### config.mk
export PLATFORM = sky130hd
export DESIGN_NAME = pc_branch_unit
export DESIGN_NICKNAME = d
export VERILOG_FILES = /design/src/rtl/pc_pkg.sv /design/src/rtl/pc_branch_unit.sv
export SDC_FILE = /design/constraint.sdc
export NUM_CORES = 1
export LEC_CHECK = 0
export ABC_AREA = 1
export CORE_UTILIZATION = 50
export DETAILED_ROUTE_END_ITERATION = 8
export GPL_ROUTABILITY_DRIVEN = 0
export HOLD_SLACK_MARGIN = 0.1
export PLACE_DENSITY_LB_ADDON = 0.3
export SLEW_MARGIN = 20
export SYNTH_ARGS = -nofsm -noshare
export SYNTH_HDL_FRONTEND = slang
export SYNTH_SLANG_ARGS = --single-unit
### constraint.sdc
create_clock -name clk -period 4 [get_ports clk]
set_input_delay 1 -clock clk [delete_from_list [all_inputs] [get_ports clk]]
set_output_delay 1 -clock clk [all_outputs]
set_load 0.05 [all_outputs]
### src/rtl/pc_pkg.sv
// Shared types for the program-counter / relative-branch unit.
package pc_pkg;

   localparam int PC_DEFAULT_W = 16;

   typedef enum logic {
      IDLE   = 1'b0,
      FIX_HI = 1'b1
   } pc_state_e;

   typedef enum logic {
      DIR_UP   = 1'b0,
      DIR_DOWN = 1'b1
   } pc_dir_e;

endpackage : pc_pkg

### src/rtl/pc_branch_unit.sv
// Program counter with increment, parallel load and 6502-style relative
// branch: the low half (page offset) is updated on the first edge, and the
// high half gets a one-cycle fix-up only when the branch crosses a page.
module pc_branch_unit
   import pc_pkg::*;
#(
   parameter int                ADDR_W      = PC_DEFAULT_W,
   parameter int                OFF_W       = 8,
   parameter logic [ADDR_W-1:0] RESET_VALUE = {ADDR_W{1'b0}}
) (
   input  logic                  clk,
   input  logic                  reset_n,
   input  logic                  sync_clr,
   input  logic                  load,
   input  logic [ADDR_W/2-1:0]   pc_lo_in,
   input  logic [ADDR_W/2-1:0]   pc_hi_in,
   input  logic                  inc_en,
   input  logic                  branch_req,
   input  logic [OFF_W-1:0]      branch_off,
   output logic [ADDR_W/2-1:0]   pc_lo_out,
   output logic [ADDR_W/2-1:0]   pc_hi_out,
   output logic                  branch_busy,
   output logic                  page_cross,
   output logic                  branch_done
);

   localparam int HALF = ADDR_W / 2;

   pc_state_e          state_q, state_d;
   pc_dir_e            dir_q, dir_d;
   logic [ADDR_W-1:0]  pc_q, pc_d;
   logic               page_cross_q, page_cross_d;
   logic               busy_q, busy_d;
   logic               done_q, done_d;

   // Page adder: sign-extended offset added to the low half with carry out.
   logic signed [OFF_W-1:0] off_signed_s;
   logic [HALF-1:0]         off_ext_s;
   logic [HALF:0]           page_sum_s;
   logic                    cross_s;

   assign off_signed_s = branch_off;
   assign off_ext_s    = HALF'(off_signed_s);
   assign page_sum_s   = {1'b0, pc_q[HALF-1:0]} + {1'b0, off_ext_s};
   // Forward branch crosses on carry out; backward branch crosses on no carry.
   assign cross_s      = off_ext_s[HALF-1] ? ~page_sum_s[HALF] : page_sum_s[HALF];

   // Next-state selection in priority order: clear, load, fix-up, branch, increment.
   always_comb begin
      pc_d         = pc_q;
      state_d      = state_q;
      dir_d        = dir_q;
      page_cross_d = 1'b0;
      busy_d       = 1'b0;
      done_d       = 1'b0;
      if (sync_clr) begin
         pc_d    = RESET_VALUE;
         state_d = IDLE;
      end else if (load) begin
         pc_d    = {pc_hi_in, pc_lo_in};
         state_d = IDLE;
      end else if (state_q == FIX_HI) begin
         if (dir_q == DIR_DOWN) begin
            pc_d[ADDR_W-1:HALF] = pc_q[ADDR_W-1:HALF] - HALF'(1'b1);
         end else begin
            pc_d[ADDR_W-1:HALF] = pc_q[ADDR_W-1:HALF] + HALF'(1'b1);
         end
         state_d = IDLE;
         done_d  = 1'b1;
      end else if (branch_req) begin
         pc_d[HALF-1:0] = page_sum_s[HALF-1:0];
         if (cross_s) begin
            state_d      = FIX_HI;
            dir_d        = off_ext_s[HALF-1] ? DIR_DOWN : DIR_UP;
            page_cross_d = 1'b1;
            busy_d       = 1'b1;
         end else begin
            done_d = 1'b1;
         end
      end else if (inc_en) begin
         pc_d = pc_q + ADDR_W'(1'b1);
      end else begin
         pc_d = pc_q;
      end
   end

   // State and registered outputs; async reset to RESET_VALUE in IDLE.
   always_ff @(posedge clk or negedge reset_n) begin
      if (!reset_n) begin
         pc_q         <= RESET_VALUE;
         state_q      <= IDLE;
         dir_q        <= DIR_UP;
         page_cross_q <= 1'b0;
         busy_q       <= 1'b0;
         done_q       <= 1'b0;
      end else begin
         pc_q         <= pc_d;
         state_q      <= state_d;
         dir_q        <= dir_d;
         page_cross_q <= page_cross_d;
         busy_q       <= busy_d;
         done_q       <= done_d;
      end
   end

   assign pc_lo_out   = pc_q[HALF-1:0];
   assign pc_hi_out   = pc_q[ADDR_W-1:HALF];
   assign branch_busy = busy_q;
   assign page_cross  = page_cross_q;
   assign branch_done = done_q;

endmodule : pc_branch_unit
Yosys cells after proc, flatten, opt, wreduce, memory -nomap -nowiden --
Cells that the tools add are included. W data, S select, Z words.
Word-level totals: bits in registers 19, logic and storage cells 40, output and inout port bits 19
Cells by class: reduce and logical (&&, ||, !) cells 5, bitwise gates (word level) 4, muxes and demuxes 20, eq/ne operators 2, $add $sub $neg 4
Operators with widths (number):
- $mux W16 | 3
- $mux W8 | 5
- $add A16 B1 Y16 const B | 1
- $mux W1 | 12
- $add A8 B8 Y9 | 1
- $add A8 B1 Y8 const B | 1
- $reduce_bool A4 Y1 | 2
- $sub A8 B1 Y8 const B | 1
- $reduce_and A5 Y1 | 1
- $ne A4 B3 Y1 const B | 1
- $not A1 Y1 | 4
- $reduce_and A2 Y1 | 2
- $ne A3 B3 Y1 const B | 1

Longest topological paths before layout --
word-level depth 8, depth in mapped cells 13, depth with buffers taken out 13

Worst setup path before layout --
No wires, ideal clock.
path kind input to register, start input port branch_off[0], end register dir_q, cell stages on the path 11, setup slack 1.583 ns, data arrival time 2.296 ns, setup time 0.121 ns, cells stage by stage ha_1 -> inv_1 -> fa_1 -> inv_1 -> nand2_1 -> a21oi_1 -> nand2_1 -> nand3_1 -> nand3b_1 -> nand2_1 -> o21ai_1
On the way: longest elaborated chain between the ends 4
Ends and longest elaborated chain:
- start: declaration | line pc_branch_unit.sv:19 | input logic [OFF_W-1:0] branch_off,
- $add A8 B8 Y9 (*) | line pc_branch_unit.sv:44 | assign page_sum_s = {1'b0, pc_q[HALF-1:0]} + {1'b0, off_ext_s};
- $not A1 Y1 | line pc_branch_unit.sv:46 | assign cross_s = off_ext_s[HALF-1] ? ~page_sum_s[HALF] : page_sum_s[HALF];
- $mux W1 (*) | line pc_branch_unit.sv:46
- $reduce_and A5 Y1 (no source line) (*)
- end signal: assignment | line pc_branch_unit.sv:99 | dir_q <= dir_d;
- end: declaration | line pc_branch_unit.sv:30 | pc_dir_e dir_q, dir_d;
Every way passes the cells marked *; elsewhere a longest branch is shown, timed or not. A chain may end at the register's enable or synchronous reset.

Worst setup path in the final report --
Same ends and word-level chain as after synthesis.

==> impl_metrics.env <==
export IMPL_outcome="finished, final reports clean"
export IMPL_dpl_cell_area_um2=2710
export IMPL_r2r_cells=11
export IMPL_async_reset_ff_share_pct=100
export IMPL_yosysWarnings=0
export IMPL_antenna_cells=0
export IMPL_dieWidth_um=68.7
export IMPL_grt_busiest_layer="met2"
export IMPL_timing_setup_tns_ns=0
export IMPL_finalCriticalPeriod_ns=2.86
export IMPL_crit_path_frequent_cell="nand2_1"
export IMPL_clkPwrFrac_pct=17.0
export IMPL_ys_flop_type="dfrtp_1"
export IMPL_layout_common_cells="nand2_1, nor2_1, clkdlybuf4s50_1"
export IMPL_yosysSeqAreaShare_pct=21.4
export IMPL_yosys_area_top_type="nand2_1"
export IMPL_synthTopCellsByArea="nand2_1, dfrtp_1, ha_1"
export IMPL_final_max_slew_viol_count=0
export IMPL_die_h_um=68.7
export IMPL_multi_input_area_um2=1500
export IMPL_reg2reg_from="pc_q[0]"
export IMPL_postSynthAreaPerCell_um2=5.87
export IMPL_htreeDepth=1
export IMPL_grt_setup_unrepaired="no"
export IMPL_route_detailed_drc=0
export IMPL_hpwl_mm=4.52
export IMPL_root_buffer="clkbuf_8"
export IMPL_holdBufCountCts=0
export IMPL_core_area_um2=4140
export IMPL_wl_mm=5.71
export IMPL_grt_max_degree=20
export IMPL_syn_inst=379
export IMPL_grt_pass1_wl_mm=9.60
export IMPL_path_delay_family="buffers and inverters"
export IMPL_cp_depth=12
export IMPL_cp_max_fo=4
export IMPL_avgViaCountPerCell=5.22
export IMPL_crit_path_end_kind="flop"
export IMPL_cts_tree="built"
export IMPL_seqPwrFrac_pct=31.9
export IMPL_setup_viol=0
export IMPL_synth_top_area_share_pct=25.0
export IMPL_p_comb_share_pct=51.1
export IMPL_wl_per_cell_um=12.0
export IMPL_final_design_area_no_fill_um2=2750
export IMPL_drive_gt1_share_pct=4.72
export IMPL_power_mw=0.813
export IMPL_first_iter_violations=159
export IMPL_crit_slowest_cell="clkdlybuf4s50_1"
export IMPL_p_sw_mw=0.366
export IMPL_die_area_um2=4720
export IMPL_finalNonFillerCells=474
export IMPL_cts_buffer_depth=2
export IMPL_grt_pass1_vias=2205
export IMPL_synth_cell_types=32
export IMPL_arrival_ns=3.01
export IMPL_grt_use_met1_pct=36.1
export IMPL_hp_class="reg2reg"
export IMPL_regArea_um2=475
export IMPL_globalRouteMet2Util_pct=47.2
export IMPL_finalCritPeriodShare_pct=71.5
export IMPL_ys_ff_latch=19
export IMPL_crit_path_end="dir_q"
export IMPL_vias=2473
export IMPL_syn_nets=426
export IMPL_mostFrequentLayoutCell="nand2_1"
export IMPL_num_rows=23
export IMPL_power_density_nw_per_um2=295
export IMPL_cts_sinks=19
export IMPL_cts_resized=0
export IMPL_p_int_mw=0.446
export IMPL_maxCapViolCount=0
export IMPL_cpPeakStageDelay_ns=0.46
export IMPL_fin_skew_ns=0.00462
export IMPL_clkTransAtPathRegs_ns=0.08
export IMPL_grt_usage_pct=27.1
export IMPL_fin_nets=472
export IMPL_reg2reg_slack_ns=1.74
export IMPL_boundaryPins=49
export IMPL_clock_latency_ns=0.26
export IMPL_start_kind="input pin"
export IMPL_synth_area_um2=2230
export IMPL_crit_type="in2reg"
export IMPL_ir_drop_uv=182
export IMPL_dp_cells=470
export IMPL_grt_use_met3_pct=2.96
export IMPL_first_pass_iters=4
export IMPL_leakage_nw=1.41
export IMPL_portBuffers=48
export IMPL_hold_viol=0
export IMPL_initial_core_util_pct=53.7
export IMPL_overflow=0
export IMPL_crit_required_ns=4.15
export IMPL_swShare_pct=45.1
export IMPL_crit_buf_inv=3
export IMPL_antenna_left=0
export IMPL_synth_enable_flop_cells=0
export IMPL_crit_chain="clkdlybuf4s50_1, ha_1, inv_1, fa_1, inv_1, nand2_1, a21oi_1, nand2_1, nand3_1, nand3b_1, nand2_1, o21ai_1"
export IMPL_post_cts_buffers=0
export IMPL_crit_start="branch_off[0]"
export IMPL_r2r_end="dir_q"
export IMPL_max_slew_margin_pct=36.2
export IMPL_fill_cells=386
export IMPL_syn_to_final_growth_pct=23.6
export IMPL_clock_fmax_mhz=350
export IMPL_tightestPinTransition_ns=0.955
export IMPL_antenna_found_initial=0
export IMPL_numCtsBuffers=3
-- power by group through the flow --
stage | Combinational [mW] | Clock [mW] | Sequential, mW
after global routing | 0.463 | 0.147 | 0.264
after detailed placement | 0.411 | 0 | 0.262
after floorplan | 0.241 | 0 | 0.308
after CTS | 0.414 | 0.142 | 0.258
final | 0.415 | 0.138 | 0.259
after global placement | 0.402 | 0 | 0.261
-- layout make-up --
cell class	instances	share of cell area (%)
well taps	50	2.27
repair buffers	49	17.7
multi-input cells	304	54.5
flip-flops and latches	19	17.3
inverters	48	6.55
clock buffers	4	1.64
-- worst min path at each step --
stage / startpoint / to / slack [ns] / cells after the start
CTS: pc_q[15] / pc_q[15] / 0.61 / 2
finish: pc_q[15] / pc_q[15] / 0.61 / 2
detailed placement: pc_q[15] / pc_q[15] / 0.59 / 2
global placement: pc_q[15] / pc_q[15] / 0.57 / 2
floorplan: dir_q / dir_q / 0.64 / 2
global route: pc_q[14] / pc_q[14] / 0.65 / 2
-- flip-flops by register name, indices dropped and copies added, names as in the netlist --
signal / flops
pc_q: 16
branch_busy: 1
branch_done: 1
dir_q: 1
-- worst min-delay path: stages, from the launching register on --
cell     delay (ns)
dfrtp_1        0.44
nand2_1        0.07
nand2_1        0.06
-- metrics by stage --
stage	worst slack [ns]	hold WS [ns]	utilization (%)
2_1_floorplan	1.58	0.638	-
3_3_place_gp	0.960	0.574	65.3
3_5_place_dp	0.876	0.590	65.3
4_1_cts	1.15	0.607	66.4
5_1_grt	0.961	0.653	66.4
6_report	1.14	0.609	66.4
-- logic make-up (layout without fill, tap and decap cells) --
kind of cell,count (synthesis),after routing,share of synthesized area [%]
AND/OR/NAND/NOR,241,241,44.5
buffers and inverters,56,101,11.3
AO/OA/AOI/OAI,40,40,10.3
flip-flops,19,19,21.4
adder cells (fa/ha/maj),17,17,10.2
XOR/XNOR,6,6,2.36
-- cells in the mapped netlist, drive strengths merged, types with 2 or more instances --
master  number
inv         47
a21oi       14
nor2        56
o22ai        2
or2          2
nand3b       3
nand3       24
o211ai       2
o21ai       15
ha          15
xor2         5
o21bai       4
nand4        5
buf          7
dfrtp       19
nand2      150
fa           2
-- layer usage --
layer	share of wire (%)	routed length (µm)
met1	47	2700
met2	46	2640
met3	5.8	333
met4	0.70	40
met5	0	0
Note: power is estimated with default switching activity, not from simulation.
==> RTL change (same settings) <==
Register the output `pc_lo_out`; this adds one clock of latency there. The other outputs are not delayed to match.
--- a/src/rtl/pc_branch_unit.sv
+++ b/src/rtl/pc_branch_unit.sv
@@ -104,5 +104,7 @@
    end
 
-   assign pc_lo_out   = pc_q[HALF-1:0];
+   always_ff @(posedge clk) begin
+      pc_lo_out <= pc_q[HALF-1:0];
+   end
    assign pc_hi_out   = pc_q[ADDR_W-1:HALF];
    assign branch_busy = busy_q;
Check against the original RTL: not equivalent (a bounded check fails within 4 cycles, from zero or initial values and one cycle with reset_n low).
==> RTL change against the original RTL <==
Utilization fell by 3.0 points. Wire length rose by 7.5%. Final cell count rose by 6.3%. Setup slack got worse by 0.0027 ns. Sequential cell count rose by 8. Clock power rose by 20%. First-iteration DRC count fell by 5.0%. Power rose by 18%. Area after synthesis rose by 12%. Final area rose by 9.6%. Critical path type is now flop to output port. Critical endpoint is now page_cross. Largest power group unchanged. Highest routed layer unchanged.
==> RTL change: results (changes against the original RTL) <==
* Outcome: complete, no violations (unchanged)
* Cells after DPL at 500 (was 470)
* Library cells used by synthesis at 33 (was 32)
* Post-synthesis sequential area ratio at 25.41% (was 21.36%)
* Most used DFF post-synth: dfrtp_1 (unchanged)
* Depth of the most critical reg-to-reg path at 13 (was 11)
* Hold Path Depth at 0 (was 2)
* Layout cells sized above 1 at 6.636% (was 4.717%)
* Met1 Track Usage GR at 33.99% (was 36.09%)
* CP max FO at 13 (was 4)
* Detailed-route via count at 2559 (was 2473)
* Clock slew at reported path FFs at 0.10 ns (was 0.08 ns)
* Leak pwr at 1.513 nW (was 1.412 nW)
* Hold Crit Start: pc_q[4] (was pc_q[15])
* Fill count at 459 (was 386)
* Placed cell area at 2965 sq um (was 2705 sq um)
* Met1 Wirelength at 2975 microns (was 2697 microns)
* Crit Reg-Reg Endpoint: dir_q (unchanged)
* Routed length on met2 at 2764 microns (was 2640 microns)
* Skew final at 0.004028 ns (was 0.004625 ns)
* Syn_nets at 445 (was 426)
* Layout Nets at 485 (was 472)
* Initial drt markers at 151 (was 159)
* WHS Endpoint: pc_lo_out[4] (was pc_q[15])
* R2R setup slack at 1.78 ns (was 1.74 ns)
* DP Worst Slack at 0.9044 ns (was 0.8762 ns)
* Largest cells by area after synthesis: nand2_1, dfrtp_1, nor2_1, ha_1, inv_1 (was nand2_1, dfrtp_1, ha_1, nor2_1, inv_1)
* Syn Area/Cell at 6.284 sq um (was 5.873 sq um)
* MaxCap Viol Count at 0 (unchanged)
* Fin Hold WS at 0.5206 ns (was 0.6085 ns)
* Critical Path Max Stage Delay at 0.90 ns (was 0.46 ns)
* Async set or reset register ratio after synthesis at 70.37% (was 100.0%)
* Largest net degree at the start of global routing at 28 (was 20)
* CP startpoint: branch_busy (was branch_off[0])
* Min cycle time layout at 2.863 ns (was 2.860 ns)
* GRT Total Usage at 24.62% (was 27.11%)
* Global-route wire length before repair at 10220 microns (was 9604 microns)
* Number of global-route vias before repair at 2318 (was 2205)
* WL/cell at 12.18 microns (was 12.05 microns)
* M2 GR Usage at 40.39% (was 47.18%)
* Sw Ratio at 43.16% (was 45.08%)
* Drt total wl at 6140 microns (was 5711 microns)
* Worst relative slew slack at 39.85% (was 36.17%)
* CP endpoint: page_cross (was dir_q)
* DR pass1 iterations at 4 (unchanged)
* Skew-Pair Late Insertion Delay at 0.28 ns (was 0.26 ns)
* Worst vdd ir at 0.1587 mV (was 0.1818 mV)
-- RTL change: kinds of logic after synthesis --
group | share of synthesized area, %
fa+ha+maj | 9.105
compound gates | 10.21
simple gates | 42.67
xor+xnor | 1.401
buf+inv | 11.21
flops | 25.41
-- RTL change: cell type report --
class | count | area [sq um] | area share, %
clock buffer | 3 | 41.29 | 1.370
clock inverter | 1 | 7.507 | 0.2491
inverter | 48 | 180.2 | 5.978
multi-input combinational | 310 | 1585 | 52.59
sequential | 27 | 635.6 | 21.09
tap | 67 | 83.83 | 2.781
timing repair buffer | 48 | 480.5 | 15.94
-- RTL change: power groups by stage --
| stage | Sequential, W | Combinational [W] | Clock [W] |
|---|---|---|---|
| floorplan | 0.000373 | 0.000299 | 0 |
| global placement | 0.000357 | 0.000425 | 0 |
| detailed placement | 0.000357 | 0.000435 | 0 |
| CTS | 0.000352 | 0.000437 | 0.000168 |
| global route | 0.000357 | 0.000489 | 0.000180 |
| finish | 0.000353 | 0.000438 | 0.000165 |
